## src/rtl/adder_pipe_if.sv

```systemverilog
// adder_pipe_if: input beat and result beat stream bundle for adder_pipe.
// master = stream source/sink side, slave = adder_pipe.
interface adder_pipe_if #(
    parameter int DATA_WIDTH = 4,
    parameter int LANES      = 2
);
    logic                            in_valid;
    logic                            in_ready;
    logic [1:0]                      in_mode;
    logic                            in_clear;
    logic [LANES*DATA_WIDTH-1:0]     A;
    logic [LANES*DATA_WIDTH-1:0]     B;
    logic                            out_valid;
    logic                            out_ready;
    logic [LANES*(DATA_WIDTH+1)-1:0] X;
    logic [LANES-1:0]                out_ovf;

    modport master (
        output in_valid, in_mode, in_clear, A, B, out_ready,
        input  in_ready, out_valid, X, out_ovf
    );

    modport slave (
        input  in_valid, in_mode, in_clear, A, B, out_ready,
        output in_ready, out_valid, X, out_ovf
    );
endinterface

```

## src/rtl/adder_pipe.sv

```systemverilog
// adder_pipe: LANES-wide add/sub/accumulate with a STAGES-deep elastic
// pipeline and valid/ready backpressure on both sides.
// Optional build macro ADDER_PIPE_SAT_EN: saturating add/acc/sub instead of
// modular results.

// One lane: combinational result for the offered beat plus its accumulator.
module adder_pipe_lane #(
    parameter int DATA_WIDTH = 4
) (
    input  logic                  clk,
    input  logic                  rst_n,
    input  logic                  accept,
    input  logic [1:0]            mode,
    input  logic                  clear,
    input  logic [DATA_WIDTH-1:0] a,
    input  logic [DATA_WIDTH-1:0] b,
    output logic [DATA_WIDTH:0]   res,
    output logic                  ovf
);
    localparam logic [1:0] MODE_SUB = 2'b01;
    localparam logic [1:0] MODE_ACC = 2'b10;
`ifdef ADDER_PIPE_SAT_EN
    localparam logic [DATA_WIDTH:0] SAT_MAX = {1'b0, {DATA_WIDTH{1'b1}}};
`endif

    logic [DATA_WIDTH:0] acc_d, acc_q;
    logic [DATA_WIDTH:0] acc_base, sum, diff, acc_sum;

    // Lane arithmetic; clear zeroes the accumulator before this beat's op
    always_comb begin
        acc_base = clear ? '0 : acc_q;
        sum      = {1'b0, a} + {1'b0, b};
        diff     = {1'b0, a} - {1'b0, b};
        acc_sum  = acc_base + {1'b0, a};
        res      = sum;
        ovf      = 1'b0;
`ifdef ADDER_PIPE_SAT_EN
        case (mode)
            MODE_SUB: begin
                res = diff[DATA_WIDTH] ? '0 : diff;
                ovf = diff[DATA_WIDTH];
            end
            MODE_ACC: begin
                // acc_base never exceeds SAT_MAX here, so acc_sum cannot wrap
                res = acc_sum[DATA_WIDTH] ? SAT_MAX : acc_sum;
                ovf = acc_sum[DATA_WIDTH];
            end
            default: begin
                res = sum[DATA_WIDTH] ? SAT_MAX : sum;
                ovf = sum[DATA_WIDTH];
            end
        endcase
`else
        case (mode)
            MODE_SUB: res = diff;
            MODE_ACC: res = acc_sum;
            default:  res = sum;
        endcase
        ovf = res[DATA_WIDTH];
`endif
        acc_d = acc_q;
        if (accept) begin
            acc_d = (mode == MODE_ACC) ? res : acc_base;
        end
    end

    // Accumulator only moves on an accepted beat
    always_ff @(posedge clk) begin
        if (!rst_n) begin
            acc_q <= '0;
        end else begin
            acc_q <= acc_d;
        end
    end
endmodule

module adder_pipe #(
    parameter int DATA_WIDTH = 4,
    parameter int LANES      = 2,
    parameter int STAGES     = 2
) (
    input  logic        clk,
    input  logic        rst_n,
    adder_pipe_if.slave bus
);
    typedef struct packed {
        logic [LANES-1:0][DATA_WIDTH:0] res;
        logic [LANES-1:0]               ovf;
    } beat_t;

    logic [LANES-1:0][DATA_WIDTH-1:0] a_lane, b_lane;
    logic [LANES-1:0][DATA_WIDTH:0]   lane_res;
    logic [LANES-1:0]                 lane_ovf;
    beat_t                            in_beat;
    logic                             accept;
    logic [STAGES:1]                  vld_d, vld_q;
    logic [STAGES:0]                  vld_pipe;   // [0] is the offered input beat
    logic [STAGES:1]                  ld;
    beat_t                            stage_d [STAGES:1];
    beat_t                            stage_q [STAGES:1];

    assign a_lane        = bus.A;
    assign b_lane        = bus.B;
    assign vld_pipe      = {vld_q, bus.in_valid};
    assign accept        = bus.in_valid && ld[1];
    assign in_beat.res   = lane_res;
    assign in_beat.ovf   = lane_ovf;
    assign bus.in_ready  = ld[1];
    assign bus.out_valid = vld_pipe[STAGES];
    assign bus.X         = stage_q[STAGES].res;
    assign bus.out_ovf   = stage_q[STAGES].ovf;

    for (genvar i = 0; i < LANES; i++) begin : g_lane
        adder_pipe_lane #(.DATA_WIDTH(DATA_WIDTH)) u_lane (
            .clk    (clk),
            .rst_n  (rst_n),
            .accept (accept),
            .mode   (bus.in_mode),
            .clear  (bus.in_clear),
            .a      (a_lane[i]),
            .b      (b_lane[i]),
            .res    (lane_res[i]),
            .ovf    (lane_ovf[i])
        );
    end

    // Load enables: a stage loads when empty or when the stage ahead drains it
    always_comb begin
        ld         = '0;
        ld[STAGES] = !vld_q[STAGES] || bus.out_ready;
        for (int k = STAGES - 1; k >= 1; k--) begin
            ld[k] = !vld_q[k] || ld[k+1];
        end
    end

    // Next stage contents; data only moves with a valid beat so X holds when idle
    always_comb begin
        for (int k = 1; k <= STAGES; k++) begin
            vld_d[k]   = ld[k] ? vld_pipe[k-1] : vld_q[k];
            stage_d[k] = stage_q[k];
        end
        if (ld[1] && bus.in_valid) begin
            stage_d[1] = in_beat;
        end
        for (int k = 2; k <= STAGES; k++) begin
            if (ld[k] && vld_q[k-1]) begin
                stage_d[k] = stage_q[k-1];
            end
        end
    end

    // Pipeline registers; reset drops every in-flight beat
    always_ff @(posedge clk) begin
        if (!rst_n) begin
            vld_q <= '0;
            for (int k = 1; k <= STAGES; k++) begin
                stage_q[k] <= '0;
            end
        end else begin
            vld_q <= vld_d;
            for (int k = 1; k <= STAGES; k++) begin
                stage_q[k] <= stage_d[k];
            end
        end
    end
endmodule
```

## src/flat_wrapper.sv

```systemverilog
// flat-port wrapper written by rule: the top's interface ports become plain ports
module adder_pipe_flat 
#(
    parameter int DATA_WIDTH = 4,
    parameter int LANES      = 2,
    parameter int STAGES     = 2
)
  (clk, rst_n, bus_in_valid, bus_in_mode, bus_in_clear, bus_A, bus_B, bus_out_ready, bus_in_ready, bus_out_valid, bus_X, bus_out_ovf);
  adder_pipe_if #(.DATA_WIDTH(DATA_WIDTH), .LANES(LANES)) bus_i ();
  input  logic clk;
  input  logic rst_n;
  input wire logic [$bits(bus_i.in_valid)-1:0] bus_in_valid;
  input wire logic [$bits(bus_i.in_mode)-1:0] bus_in_mode;
  input wire logic [$bits(bus_i.in_clear)-1:0] bus_in_clear;
  input wire logic [$bits(bus_i.A)-1:0] bus_A;
  input wire logic [$bits(bus_i.B)-1:0] bus_B;
  input wire logic [$bits(bus_i.out_ready)-1:0] bus_out_ready;
  output wire logic [$bits(bus_i.in_ready)-1:0] bus_in_ready;
  output wire logic [$bits(bus_i.out_valid)-1:0] bus_out_valid;
  output wire logic [$bits(bus_i.X)-1:0] bus_X;
  output wire logic [$bits(bus_i.out_ovf)-1:0] bus_out_ovf;
  assign bus_i.in_valid = bus_in_valid;
  assign bus_i.in_mode = bus_in_mode;
  assign bus_i.in_clear = bus_in_clear;
  assign bus_i.A = bus_A;
  assign bus_i.B = bus_B;
  assign bus_i.out_ready = bus_out_ready;
  assign bus_in_ready = bus_i.in_ready;
  assign bus_out_valid = bus_i.out_valid;
  assign bus_X = bus_i.X;
  assign bus_out_ovf = bus_i.out_ovf;
  adder_pipe #(.DATA_WIDTH(DATA_WIDTH), .LANES(LANES), .STAGES(STAGES)) u_core (.clk(clk), .rst_n(rst_n), .bus(bus_i));
endmodule
```

## config.mk

```make
export PLATFORM = sky130hd
export DESIGN_NAME = adder_pipe_flat
export DESIGN_NICKNAME = d
export VERILOG_FILES = /design/src/rtl/adder_pipe_if.sv /design/src/rtl/adder_pipe.sv /design/src/flat_wrapper.sv
export SDC_FILE = /design/constraint.sdc
export NUM_CORES = 1
export LEC_CHECK = 0
export BUFFER_PORTS_ARGS = -buffer_cell sky130_fd_sc_hd__buf_2
export CORE_MARGIN = 2
export CORE_UTILIZATION = 60
export DETAILED_ROUTE_END_ITERATION = 6
export PLACE_DENSITY_LB_ADDON = 0.3
export SETUP_SLACK_MARGIN = 0.05
export SYNTH_ARGS = -nofsm -noshare
export SYNTH_HDL_FRONTEND = slang
export SYNTH_HIERARCHICAL = 1
export SYNTH_SLANG_ARGS = --single-unit
```

## constraint.sdc

```tcl
create_clock -name clk -period 4.3 [get_ports clk]
set_clock_uncertainty 0.1 [all_clocks]
set_input_delay 0.86 -clock clk [delete_from_list [all_inputs] [get_ports clk]]
set_output_delay 0.86 -clock clk [all_outputs]
set_load 0.01 [all_outputs]
```

==> results.py <==
metrics = {
    "clock_network": {
        "hold_buffers": 0,
        "path_clk_slew_ns": 0.11,
        "post_cts_resized": 0,
        "clock_path_buffers": 2,
        "cts_buffers": 5,
        "clk_latency_ns": 0.33,
        "cts_root_buf": "clkbuf_4",
        "cts_tree": "built",
        "cts_setup_buffers": 0,
        "cts.htree.levels": 2,
        "cts.sinks": 36,
    },
    "floorplanning": {
        "rows": 21,
        "start_util_pct": 63.06,
        "die_width_um": 63.45,
        "die-area_um2": 4026,
        "core-area_um2": 3363,
        "die_h_um": 63.45,
        "io_pins": 37,
    },
    "synthesis": {
        "netlist_area_um2": 2121,
        "synth_edf_count": 0,
        "synthFlopType": "dfxtp_1",
        "synth_nets": 288,
        "synth_async_sr_flop_share_pct": 0,
        "postSynthCellCount": 247,
        "yosysWarnings": 6,
        "ys_seq_area_share_pct": 33.98,
        "synth_cell_type_count": 38,
        "yosys_register_bits": 36,
        "syn-mean-instance-area_um2": 8.586,
    },
    "worst_setup_path": {
        "required_ns": 4.47,
        "endpoint_kind": "register",
        "r2r_end": "u_core/g_lane[0].u_lane/acc_q[3]$_SDFFE_PN0P_",
        "worstSetupPathType": "input pin to register",
        "startpoint_type": "input pin",
        "r2r_cells": 3,
        "worst-path-max-fanout": 8,
        "arrival_ns": 3.22,
        "timing.rr.start": "u_core/vld_q[1]$_SDFFE_PN0P_",
        "critical_path.endpoint": "u_core/stage_q[1][6]$_SDFFE_PN0P_",
        "cp-startpoint": "bus_in_mode[0]",
        "r2r_setup_slack_ns": 2.07,
    },
    "sta": {
        "fmax_ghz": 0.3285,
        "tightest_slew_ns": 0.8408,
        "period_share_pct": 70.80,
        "setup_viol": 0,
        "tns_ns": 0,
        "slew_headroom_pct": 43.80,
        "hold_viol_final": 0,
        "fin_crit_ns": 3.045,
        "rsz0062_at_grt": "no",
        "drv_slew": 0,
        "holdWs_ns": 0.3644,
    },
    "job": {
        "drv_cap": 0,
    },
    "run_status": {
        "status": "completed",
    },
    "place": {
        "gp_congestion": 0.8175,
        "placedCellCount": 315,
        "placed_area_um2": 2260,
        "dp_hpwl_um": 3052,
        "port_buffers": 36,
    },
    "routing": {
        "avgViaCountPerCell": 5.584,
        "wl_per_cell_um": 12.96,
        "routed_wl_um": 4173,
        "dr.pass1.iters": 4,
        "drc": 0,
        "drt_iter0_drc": 113,
        "final_antenna_net_count": 0,
        "num_vias": 1798,
    },
    "global_route": {
        "grt-ovfl-total": 0,
        "grt.total_usage_pct": 21.94,
        "grt_pass1_wl_um": 7224,
        "antenna_found_initial": 0,
        "grt_max_degree": 40,
        "grt_pass1_vias": 1701,
    },
    "cells_and_area": {
        "layout-drive-gt1-share_pct": 18.12,
        "antennaDiodeCount": 0,
        "stdcell_count": 322,
        "area_delta_synth_final_pct": 9.617,
        "final_area_um2": 2325,
        "utilization_pct": 69.12,
        "fin_nets": 317,
    },
    "power": {
        "p_leak_nw": 1.065,
        "ir_worst_vdd_v": 0.0001726,
        "powerDensity_nw_per_um2": 317.6,
    },
    "hold_path": {
        "hold_class": "register to register",
    },
}
[cells in the mapped netlist, types with 5 or more instances]
cell | number | area, um2
dfxtp_1 | 36 | 720.7
nor2_1 | 5 | 18.77
o21ai_0 | 12 | 60.06
nand3_1 | 16 | 80.08
ha_1 | 16 | 200.2
a21oi_1 | 25 | 125.1
inv_1 | 17 | 63.81
nand2_1 | 29 | 108.9
buf_2 | 6 | 30.03
mux2i_1 | 12 | 120.1
a32oi_1 | 6 | 52.55
nor2b_1 | 10 | 62.56
[sequential cells by signal, indices dropped and copies added, names as in the netlist]
name / count
u_core/vld_q: 2
u_core/g_lane.u_lane/acc_q: 10
u_core/stage_q: 24
[cell usage in the layout, fill, tap and decap left out, types with 6 or more instances in the layout]
cell type / Yosys / layout
o21ai_0: 12 / 12
nor2b_1: 10 / 10
buf_2: 6 / 36
dfxtp_1: 36 / 36
inv_1: 17 / 17
a21oi_1: 25 / 25
mux2i_1: 12 / 12
nand2_1: 29 / 29
a32oi_1: 6 / 6
nand3_1: 16 / 16
ha_1: 16 / 16
[kinds of logic (layout without fill, tap and decap cells)]
kind of cell / after synthesis / count (layout) / share of synthesized area, %
compound gates: 71 / 71 / 21.71
flops: 36 / 36 / 33.98
fa+ha+maj: 18 / 18 / 11.33
buf+inv: 32 / 61 / 7.847
xor+xnor: 6 / 6 / 2.478
simple gates: 72 / 72 / 16.99
mux: 12 / 12 / 5.664
[final cells by class]
cell class,instances,area (um2)
multi-input cells,179,1234
fillers,319,1039
flip-flops and latches,36,720.7
repair buffers,36,180.2
inverters,18,67.56
clock buffers,7,65.06
well taps,46,57.56
[power breakdown]
part | switching (W) | internal (W) | leakage, nW
combinational | 0.0000947 | 0.0000711 | 0.734
clock | 0.000110 | 0.0000928 | 0.0374
sequential | 0.0000140 | 0.000356 | 0.294
total | 0.000219 | 0.000520 | 1.06
[worst max-delay path, cell delays in order]
cell	delay, ns
buf_2	0.13
inv_1	0.05
ha_1	0.28
nor2b_1	0.22
a221oi_1	0.31
a21oi_1	0.14
fa_1	0.44
a21o_1	0.20
a21oi_1	0.22
xnor2_1	0.16
nand2_1	0.07
mux2i_1	0.13
[worst min-delay path by stage]
| stage | start | end | slack, ns | cells past startpoint |
|---|---|---|---|---|
| final | u_core/stage_q[1][1]$_SDFFE_PN0P_ | u_core/stage_q[1][1]$_SDFFE_PN0P_ | 0.36 | 2 |
| after global placement | u_core/stage_q[1][3]$_SDFFE_PN0P_ | u_core/stage_q[1][3]$_SDFFE_PN0P_ | 0.35 | 2 |
| after detailed placement | u_core/stage_q[1][9]$_SDFFE_PN0P_ | u_core/stage_q[1][9]$_SDFFE_PN0P_ | 0.35 | 2 |
| after floorplan | u_core/stage_q[1][11]$_SDFFE_PN0P_ | u_core/stage_q[1][11]$_SDFFE_PN0P_ | 0.33 | 2 |
| after global routing | u_core/stage_q[1][11]$_SDFFE_PN0P_ | u_core/stage_q[1][11]$_SDFFE_PN0P_ | 0.39 | 2 |
| after CTS | u_core/stage_q[1][9]$_SDFFE_PN0P_ | u_core/stage_q[1][9]$_SDFFE_PN0P_ | 0.36 | 2 |
[routing by layer]
layer	up-vias	global-route usage (%)	wire, um
li1	930	-	-
met1	817	27.93	2016
met2	47	36.97	1954
met5	-	0	0
met3	4	5.357	178
met4	0	5.978	23
[per-stage QoR]
step	worst slack, ns	total power (W)
floorplan	1.193	0.0005031
CTS	1.319	0.0007423
detailed placement	0.9490	0.0005408
global route	1.079	0.0007831
global placement	1.025	0.0005371
finish	1.255	0.0007383
Power figures use the tool's default switching activity.
